`src/rtl/hilo_mul_unit.sv`:
```
// Multi-cycle multiply / HI-LO unit executing MULT, MULTU, MUL, MADD, MSUB and the HI/LO moves.
// Iterative radix-2 shift-add core on operand magnitudes, sign applied in a single fixup cycle.
module hilo_mul_unit #(
  parameter int DATA_W = 32
) (
  input  logic              Clk,
  input  logic              Rst,
  input  logic              Start,
  input  logic [5:0]        ALUControl,
  input  logic [DATA_W-1:0] A,
  input  logic [DATA_W-1:0] B,
  output logic              Busy,
  output logic              Done,
  output logic [DATA_W-1:0] Result,
  output logic [DATA_W-1:0] HI,
  output logic [DATA_W-1:0] LO
);

  localparam logic [5:0] OP_MULT  = 6'd3;
  localparam logic [5:0] OP_MULTU = 6'd4;
  localparam logic [5:0] OP_MUL   = 6'd19;
  localparam logic [5:0] OP_MADD  = 6'd20;
  localparam logic [5:0] OP_MSUB  = 6'd21;
  localparam logic [5:0] OP_MFHI  = 6'd23;
  localparam logic [5:0] OP_MFLO  = 6'd24;
  localparam logic [5:0] OP_MTHI  = 6'd25;
  localparam logic [5:0] OP_MTLO  = 6'd26;

  localparam int PW    = 2 * DATA_W;
  localparam int CNT_W = $clog2(DATA_W + 1);
  localparam logic [CNT_W-1:0] CNT_LAST = CNT_W'(DATA_W - 1);

  typedef enum logic [1:0] {S_IDLE, S_MULT, S_FIXUP, S_DONE} state_t;

  state_t              state_q;
  logic [5:0]          op_q;
  logic                sign_q;
  logic [CNT_W-1:0]    cnt_q;
  logic [PW-1:0]       mcand_q;
  logic [PW-1:0]       acc_q;
  logic [DATA_W-1:0]   mplier_q;
  logic [DATA_W-1:0]   hi_q;
  logic [DATA_W-1:0]   lo_q;
  logic [DATA_W-1:0]   result_q;
  logic [PW-1:0]       prod_d;
  logic [PW-1:0]       hilo_d;

  // The most negative operand maps to 2^(DATA_W-1), which still fits unsigned.
  function automatic logic [DATA_W-1:0] magnitude(input logic signed [DATA_W-1:0] v);
    return v[DATA_W-1] ? -v : v;
  endfunction

  function automatic logic [PW-1:0] apply_sign(input logic [PW-1:0] p, input logic neg);
    return neg ? -p : p;
  endfunction

  function automatic logic is_mul_op(input logic [5:0] op);
    return op inside {OP_MULT, OP_MULTU, OP_MUL, OP_MADD, OP_MSUB};
  endfunction

  always_comb begin
    prod_d = apply_sign(acc_q, sign_q);
    case (op_q)
      OP_MULT, OP_MULTU: hilo_d = prod_d;
      OP_MADD:           hilo_d = {hi_q, lo_q} + prod_d;
      OP_MSUB:           hilo_d = {hi_q, lo_q} - prod_d;
      default:           hilo_d = {hi_q, lo_q};
    endcase
  end

  always_ff @(posedge Clk or negedge Rst) begin
    if (!Rst) begin
      state_q  <= S_IDLE;
      op_q     <= '0;
      sign_q   <= 1'b0;
      cnt_q    <= '0;
      mcand_q  <= '0;
      acc_q    <= '0;
      mplier_q <= '0;
      hi_q     <= '0;
      lo_q     <= '0;
      result_q <= '0;
    end else begin
      case (state_q)
        S_MULT: begin
          if (mplier_q[0]) acc_q <= acc_q + mcand_q;
          mcand_q  <= mcand_q << 1;
          mplier_q <= mplier_q >> 1;
          cnt_q    <= cnt_q + CNT_W'(1);
          if (cnt_q == CNT_LAST) state_q <= S_FIXUP;
        end
        S_FIXUP: begin
          hi_q     <= hilo_d[PW-1:DATA_W];
          lo_q     <= hilo_d[DATA_W-1:0];
          result_q <= (op_q == OP_MUL) ? prod_d[DATA_W-1:0] : hilo_d[DATA_W-1:0];
          state_q  <= S_DONE;
        end
        default: begin
          // IDLE and DONE both accept; accepting in DONE gives back-to-back issue.
          if (Start) begin
            op_q <= ALUControl;
            if (is_mul_op(ALUControl)) begin
              state_q <= S_MULT;
              acc_q   <= '0;
              cnt_q   <= '0;
              if (ALUControl == OP_MULTU) begin
                mcand_q  <= {{DATA_W{1'b0}}, A};
                mplier_q <= B;
                sign_q   <= 1'b0;
              end else begin
                mcand_q  <= {{DATA_W{1'b0}}, magnitude(A)};
                mplier_q <= magnitude(B);
                sign_q   <= A[DATA_W-1] ^ B[DATA_W-1];
              end
            end else begin
              state_q <= S_DONE;
              case (ALUControl)
                OP_MFHI: result_q <= hi_q;
                OP_MFLO: result_q <= lo_q;
                OP_MTHI: begin
                  hi_q     <= A;
                  result_q <= '0;
                end
                OP_MTLO: begin
                  lo_q     <= A;
                  result_q <= '0;
                end
                default: result_q <= '0;
              endcase
            end
          end else begin
            state_q <= S_IDLE;
          end
        end
      endcase
    end
  end

  assign Busy   = (state_q == S_MULT) || (state_q == S_FIXUP);
  assign Done   = (state_q == S_DONE);
  assign Result = result_q;
  assign HI     = hi_q;
  assign LO     = lo_q;

endmodule

```
`config.mk`:
```
export PLATFORM = sky130hd
export DESIGN_NAME = hilo_mul_unit
export DESIGN_NICKNAME = d
export VERILOG_FILES = /design/src/rtl/hilo_mul_unit.sv
export SDC_FILE = /design/constraint.sdc
export NUM_CORES = 1
export LEC_CHECK = 0
export BUFFER_PORTS_ARGS = -buffer_cell sky130_fd_sc_hd__buf_2
export CORE_ASPECT_RATIO = 1.2
export CORE_MARGIN = 8
export CORE_UTILIZATION = 40
export DETAILED_ROUTE_END_ITERATION = 8
export PLACE_DENSITY = 0.56
export SLEW_MARGIN = 15
export SYNTH_ARGS = -nofsm -noshare
export SYNTH_HDL_FRONTEND = slang
export SYNTH_SLANG_ARGS = --single-unit
```
`constraint.sdc`:
```
create_clock -name Clk -period 17.4 [get_ports Clk]
set_clock_uncertainty 0.15 [all_clocks]
set_input_delay 1.74 -clock Clk [delete_from_list [all_inputs] [get_ports Clk]]
set_output_delay 1.74 -clock Clk [all_outputs]
set_load 0.02 [all_outputs]
```
Word-level counts from Yosys, hierarchy flattened
Cells that the tools add are included.
- memories kept: 0
- RAM bits: 0
- input bits: 73
- bits in latches: 0
- output and inout bits: 98
- ROM bits: 0
- register bits after elaboration: 271
- eq/ne operators: 22
- shift-type cells: 0
- mux-type cells: 37
- add/subtract/negate cells: 7
- reductions and logical operators: 16
- div/mod/pow operators: 0
- $lt $le $gt $ge: 0
- bitwise operators: 4
- multiply operators: 0
- operators with widths (operator ; number):
    32-bit 2-to-1 mux ; 15
    64-bit 2-to-1 mux ; 6
    32-bit one-hot mux with 2 select lines ; 5
    64-bit one-hot mux with 2 select lines ; 2
    64-bit one-hot mux with 3 select lines ; 1
    64-bit adder ; 2
    6-bit by 5-bit equality test with 1-bit output, second input constant ; 11
    32-bit negator ; 2
    64-bit negator ; 1
    64-bit subtractor ; 1
    6-bit by 2-bit equality test with 1-bit output, second input constant ; 2
    6-bit by 3-bit equality test with 1-bit output, second input constant ; 2
    6-bit 2-to-1 mux ; 2
    6-bit one-hot mux with 2 select lines ; 1
    2-bit nonzero test ; 5
    3-bit AND reduction ; 3
    4-bit AND reduction ; 2
    6-bit by 1-bit adder with 6-bit output, second input constant ; 1
    2-bit 2-to-1 mux ; 3
    5-bit AND reduction ; 1
    5-bit nonzero test ; 1
    2-bit equality test, second input constant ; 2
    2-bit != test, second input constant ; 2
    4-bit by 1-bit != test with 1-bit output, second input constant ; 1
    other kinds (9) ; 12

Longest topological paths before layout
- depth in word-level cells: 6
- gate-level depth with buffers: 28
- depth with buffers taken out: 26

Least setup slack after synthesis
No wires, ideal clock.
- kind: register to register
- start: register sign_q
- end: register hi_q[16], in the netlist HI[16]
- period minus slack after synthesis: 6.610 ns
- library setup time: 0.116 ns
- arrival: 6.344 ns
- cell stages (with the launch flop): 27
- data required time: 17.134 ns
- slack: 10.790 ns
- path buffers: 9
- path through: dfrtp_1 -> clkbuf_1 -> clkbuf_1 -> clkbuf_1 -> buf_1 -> clkbuf_1 -> clkbuf_1 -> clkbuf_1 -> clkbuf_1 -> nand2_1 -> xor2_1 -> a21oi_1 -> xor2_1 -> ha_1 -> clkbuf_1 -> nand4_1 -> or2_2 -> a2111oi_0 -> o21ai_0 -> a21o_1 -> a21boi_0 -> o221ai_1 -> o21a_1 -> o21ai_0 -> xnor2_1 -> or4_1 -> o311ai_0
- longest elaborated chain between the ends: 4
- elaborated cells between the ends (all ways): 5
- those cells by class: 2 x add/sub; 3 x mux
- ends and longest elaborated chain (item ; RTL line ; source):
    start: declaration ; 37 ; logic sign_q;
    start signal: assignment ; 113 ; sign_q <= A[DATA_W-1] ^ B[DATA_W-1];
    64-bit 2-to-1 mux * ; 54 ; return neg ? -p : p;
    64-bit subtractor or 64-bit adder (tied branches) ; 66, 65 ;
    64-bit one-hot mux with 3 select lines * ; 63 ; case (op_q)
    32-bit one-hot mux with 2 select lines * ; 84 ; case (state_q)
    end signal: assignment ; 93 ; hi_q <= hilo_d[PW-1:DATA_W];
    end: declaration ; 42 ; logic [DATA_W-1:0] hi_q;
Every way passes the cells marked *; elsewhere a longest branch is shown, timed or not.
A chain may end at the register's enable or synchronous reset.

Worst setup path after layout
- start: register acc_q[0]
- end: register hi_q[30], in the netlist HI[30]
- longest elaborated chain between the ends: 5
- elaborated cells between the ends (all ways): 6
- those cells by class: 3 x add/sub; 3 x mux
- ends and longest elaborated chain (item ; RTL line ; source):
    start: declaration ; 40 ; logic [PW-1:0] acc_q;
    start signal: assignment ; 86 ; if (mplier_q[0]) acc_q <= acc_q + mcand_q;
    64-bit negator ; 54 ;
    64-bit 2-to-1 mux * ; 54 ;
    64-bit subtractor or 64-bit adder (tied branches) ; 66, 65 ;
    64-bit one-hot mux with 3 select lines * ; 63 ;
    32-bit one-hot mux with 2 select lines * ; 84 ;
Marks and branches as above.

==> impl_metrics.csv <==
group,metric,value,unit
run_status,status,"finished, final reports clean",
floorplan,die_h,282,um
floorplan,io_pins,171,
layout,multi_input_area,16000,sq um
floorplan,dieArea,67100,sq um
placement,place_congestion,1.04,
floorplan,fp.dieW,238,um
sta,period_minus_slack,7.95,ns
worst_setup_path,worstPathRequired,17.71,ns
drt,wl_met2,43200,um
clock_tree,htree_levels,2,
layout,layout_common_cells,"344 x nand2_1, 322 x o21ai_0, 270 x dfrtp_1",
logic_synthesis,yosysSeqAreaShare,28.7,%
worst_setup_path,path_max_fanout,10,
drt,dr.pass1.iters,6,
drt,drc,0,
clock_tree,cts_max_path_buffers,3,
global_route,overflow,0,
worst_setup_path,startpoint_type,"register",
sta,slew_headroom,29.0,%
worst_setup_path,reg2regPathDepth,26,
worst_setup_path,critical-path-top-delay-family,"compound AO/OA/AOI/OAI gates",
global_route,grt_max_degree,100,
sta,fmax,126,MHz
clock_tree,cts_tree,"yes",
worst_setup_path,critPathBufInv,2,
layout,final_nets,3234,
worst_hold_path,hp-start,"Result[23]",
drt,wire_per_inst,24.9,um
worst_hold_path,holdPathStages,2,
worst_setup_path,rrSetupSlack,9.45,ns
logic_synthesis,ys_types,78,
drt,wl,95500,um
global_route,grt_pass1_vias,22900,
placement,io_buffer_count,170,
logic_synthesis,yosys_register_bits,271,
logic_synthesis,syn_avg_cell_area,7.95,sq um
floorplan,rows,97,
layout,fill_cells,5863,
worst_setup_path,cp-end-kind,"register",
drt,top_layer_used,"met5",
sta,timing.final.crit_share,45.7,%
worst_setup_path,worstPathArrival,8.26,ns
worst_setup_path,worstSetupPathType,"reg2reg",
clock_tree,clkTransAtPathRegs,0.06,ns
drt,wl_met1,40200,um
layout,layout_commonest_cell,"nand2_1",
logic_synthesis,async_reset_ff_share,100,%
logic_synthesis,synth_area_leaders,"dfrtp_1 29%, ha_1 7.1%, o21ai_0 6.8%",
logic_synthesis,synth_top_area_share,28.7,%
clock_tree,worst_skew_pair.late_latency,0.55,ns
logic_synthesis,ys_warn_count,0,
global_route,antenna_found_initial,3,
clock_tree,cts_hold_buf,0,
logic_synthesis,synthFlopType,"dfrtp_1",
drt,drtAntennaViolNets,0,
drt,vias_per_cell,6.14,
worst_setup_path,reg2reg_from,"acc_q[0]",
global_route,grtUsageTotal,27.8,%
layout,drive_gt1_share,10.3,%
sta,final_hold_viol_count,0,
logic_synthesis,synth_area,23600,sq um
logic_synthesis,syn_nets,3178,
worst_setup_path,slowest_delay,0.80,ns
placement,dp_hpwl,73500,um
clock_tree,cts_setup_buffers,0,
floorplan,core_area,58400,sq um
sta,finalSetupTns,0,ns
clock_tree,clockRootBuffer,"clkbuf_16",
floorplan,start_util,40.4,%
logic_synthesis,synth_edf_count,0,
logic_synthesis,yosys.area.top_type,"dfrtp_1",
global_route,grt_first_pass_wirelength,144000,um
clock_tree,ctsResizeCount,0,
drt,vias,23600,
worst_setup_path,cpMaxStageDelayCell,"nor4_1",
sta,final-setup-viol-count,0,
sta,rsz0062_at_grt,"false",
logic_synthesis,synthCells,2969,
worst_setup_path,reg2reg_to,"HI[30]",
worst_hold_path,hold_class,"reg2reg",
clock_tree,cts_inserted_buffers,34,
sta,slew_violations,0,
drt,first_iter_violations,2054,
worst_hold_path,hold_end,"Result[23]",
sta,worst-slew-pin-transition,1.06,ns
clock_tree,cts.sinks,271,
drt,met3WireLength,6840,um
layout,area_growth,11.2,%
layout,final-seq-area,6780,sq um
flow_run,cap_violations,0,
-- sequential cells by signal, indices dropped and copies added (netlist names) --
name and cells:
state_q 2, cnt_q 6, Result 32, LO 32
acc_q 64, op_q 6, mplier_q 32, HI 32
sign_q 1, mcand_q 64
-- worst max-delay path by stage --
stage | slack, ns | depth (start not counted) | endpoint | startpoint
after floorplan | 10.79 | 26 | HI[16] | sign_q
after global placement | 9.74 | 26 | HI[30] | acc_q[0]
after detailed placement | 9.53 | 26 | HI[30] | acc_q[0]
after CTS | 9.48 | 26 | HI[30] | acc_q[0]
after global routing | 8.76 | 26 | HI[30] | acc_q[0]
final | 9.45 | 26 | HI[30] | acc_q[0]
-- kinds of logic (layout without fill, tap and decap cells) --
group,count (synthesis),in the layout,synth area share [%]
AO/OA/AOI/OAI,1081,1081,29.4
other,0,3,0
buffers and inverters,231,310,3.79
flip-flops,271,271,28.7
multiplexers,41,41,1.80
XOR/XNOR,298,298,11.1
adder cells (fa/ha/maj),136,136,7.27
AND/OR/NAND/NOR,911,911,18.0
-- synth_stat cells, types with 7 or more instances --
cell      number
or4_1         22
a21oi_1      253
a21o_1       105
dfrtp_1      271
a211oi_1      48
xor2_1       179
nor2_1       259
xnor2_1      119
nor3b_1        7
ha_1         134
mux2_2        11
clkbuf_1     159
and2_1        14
or2_2         14
nor2b_1       22
nor3_1        44
and3_1        23
a221o_1       12
nor4_1        15
o21bai_1      20
o221ai_1      13
o21ai_0      322
mux2i_1       30
buf_1         16
nand4_1       25
a22o_1        38
nand2_1      344
a221oi_1      64
o21a_1        13
a31oi_1       32
or3_1         26
o22ai_1        8
inv_1         47
o31ai_1       61
nand3_1       39
o41ai_1       18
nand2b_1      27
-- through the flow --
step / util [%] / hold slack, ns / setup WS [ns] / area [sq um] / std cells
global placement: 43.0 / 0.307 / 9.74 / 25100 / 3781
global route: 44.9 / 0.361 / 8.76 / 26200 / 3840
finish: 45.0 / 0.325 / 9.45 / 26200 / 3843
detailed placement: 43.0 / 0.315 / 9.53 / 25100 / 3781
floorplan: - / 0.300 / 10.79 / 23600 / 2969
CTS: 44.9 / 0.327 / 9.48 / 26200 / 3840
-- final cells by class --
| class | count | share of cell area, % |
|---|---|---|
| multi-input cells | 2467 | 61.0 |
| well taps | 792 | 3.78 |
| flip-flops and latches | 271 | 25.8 |
| clock buffers | 47 | 3.74 |
| inverters | 49 | 0.701 |
| diodes | 3 | 0.0286 |
| clock inverters | 12 | 0.677 |
| repair buffers | 202 | 4.20 |
-- layer usage --
metal | GRT usage [%] | vias to the layer above
met3 | 4.99 | 212
met4 | 14.2 | 4
met2 | 44.8 | 905
met1 | 35.4 | 11400
met5 | 0 | -
li1 | - | 11000
-- worst register-to-register path, delay by kind of cell (launching register included) --
family	cells	cell delay [ns]
adder cells (fa/ha/maj)	2	0.78
flip-flops	1	0.47
AO/OA/AOI/OAI	11	2.86
AND/OR/NAND/NOR	8	2.80
buffers and inverters	2	0.28
XOR/XNOR	3	0.54
Power is not shown: default switching activity piles up to over one toggle a cycle in this logic, so the estimate is an artifact.
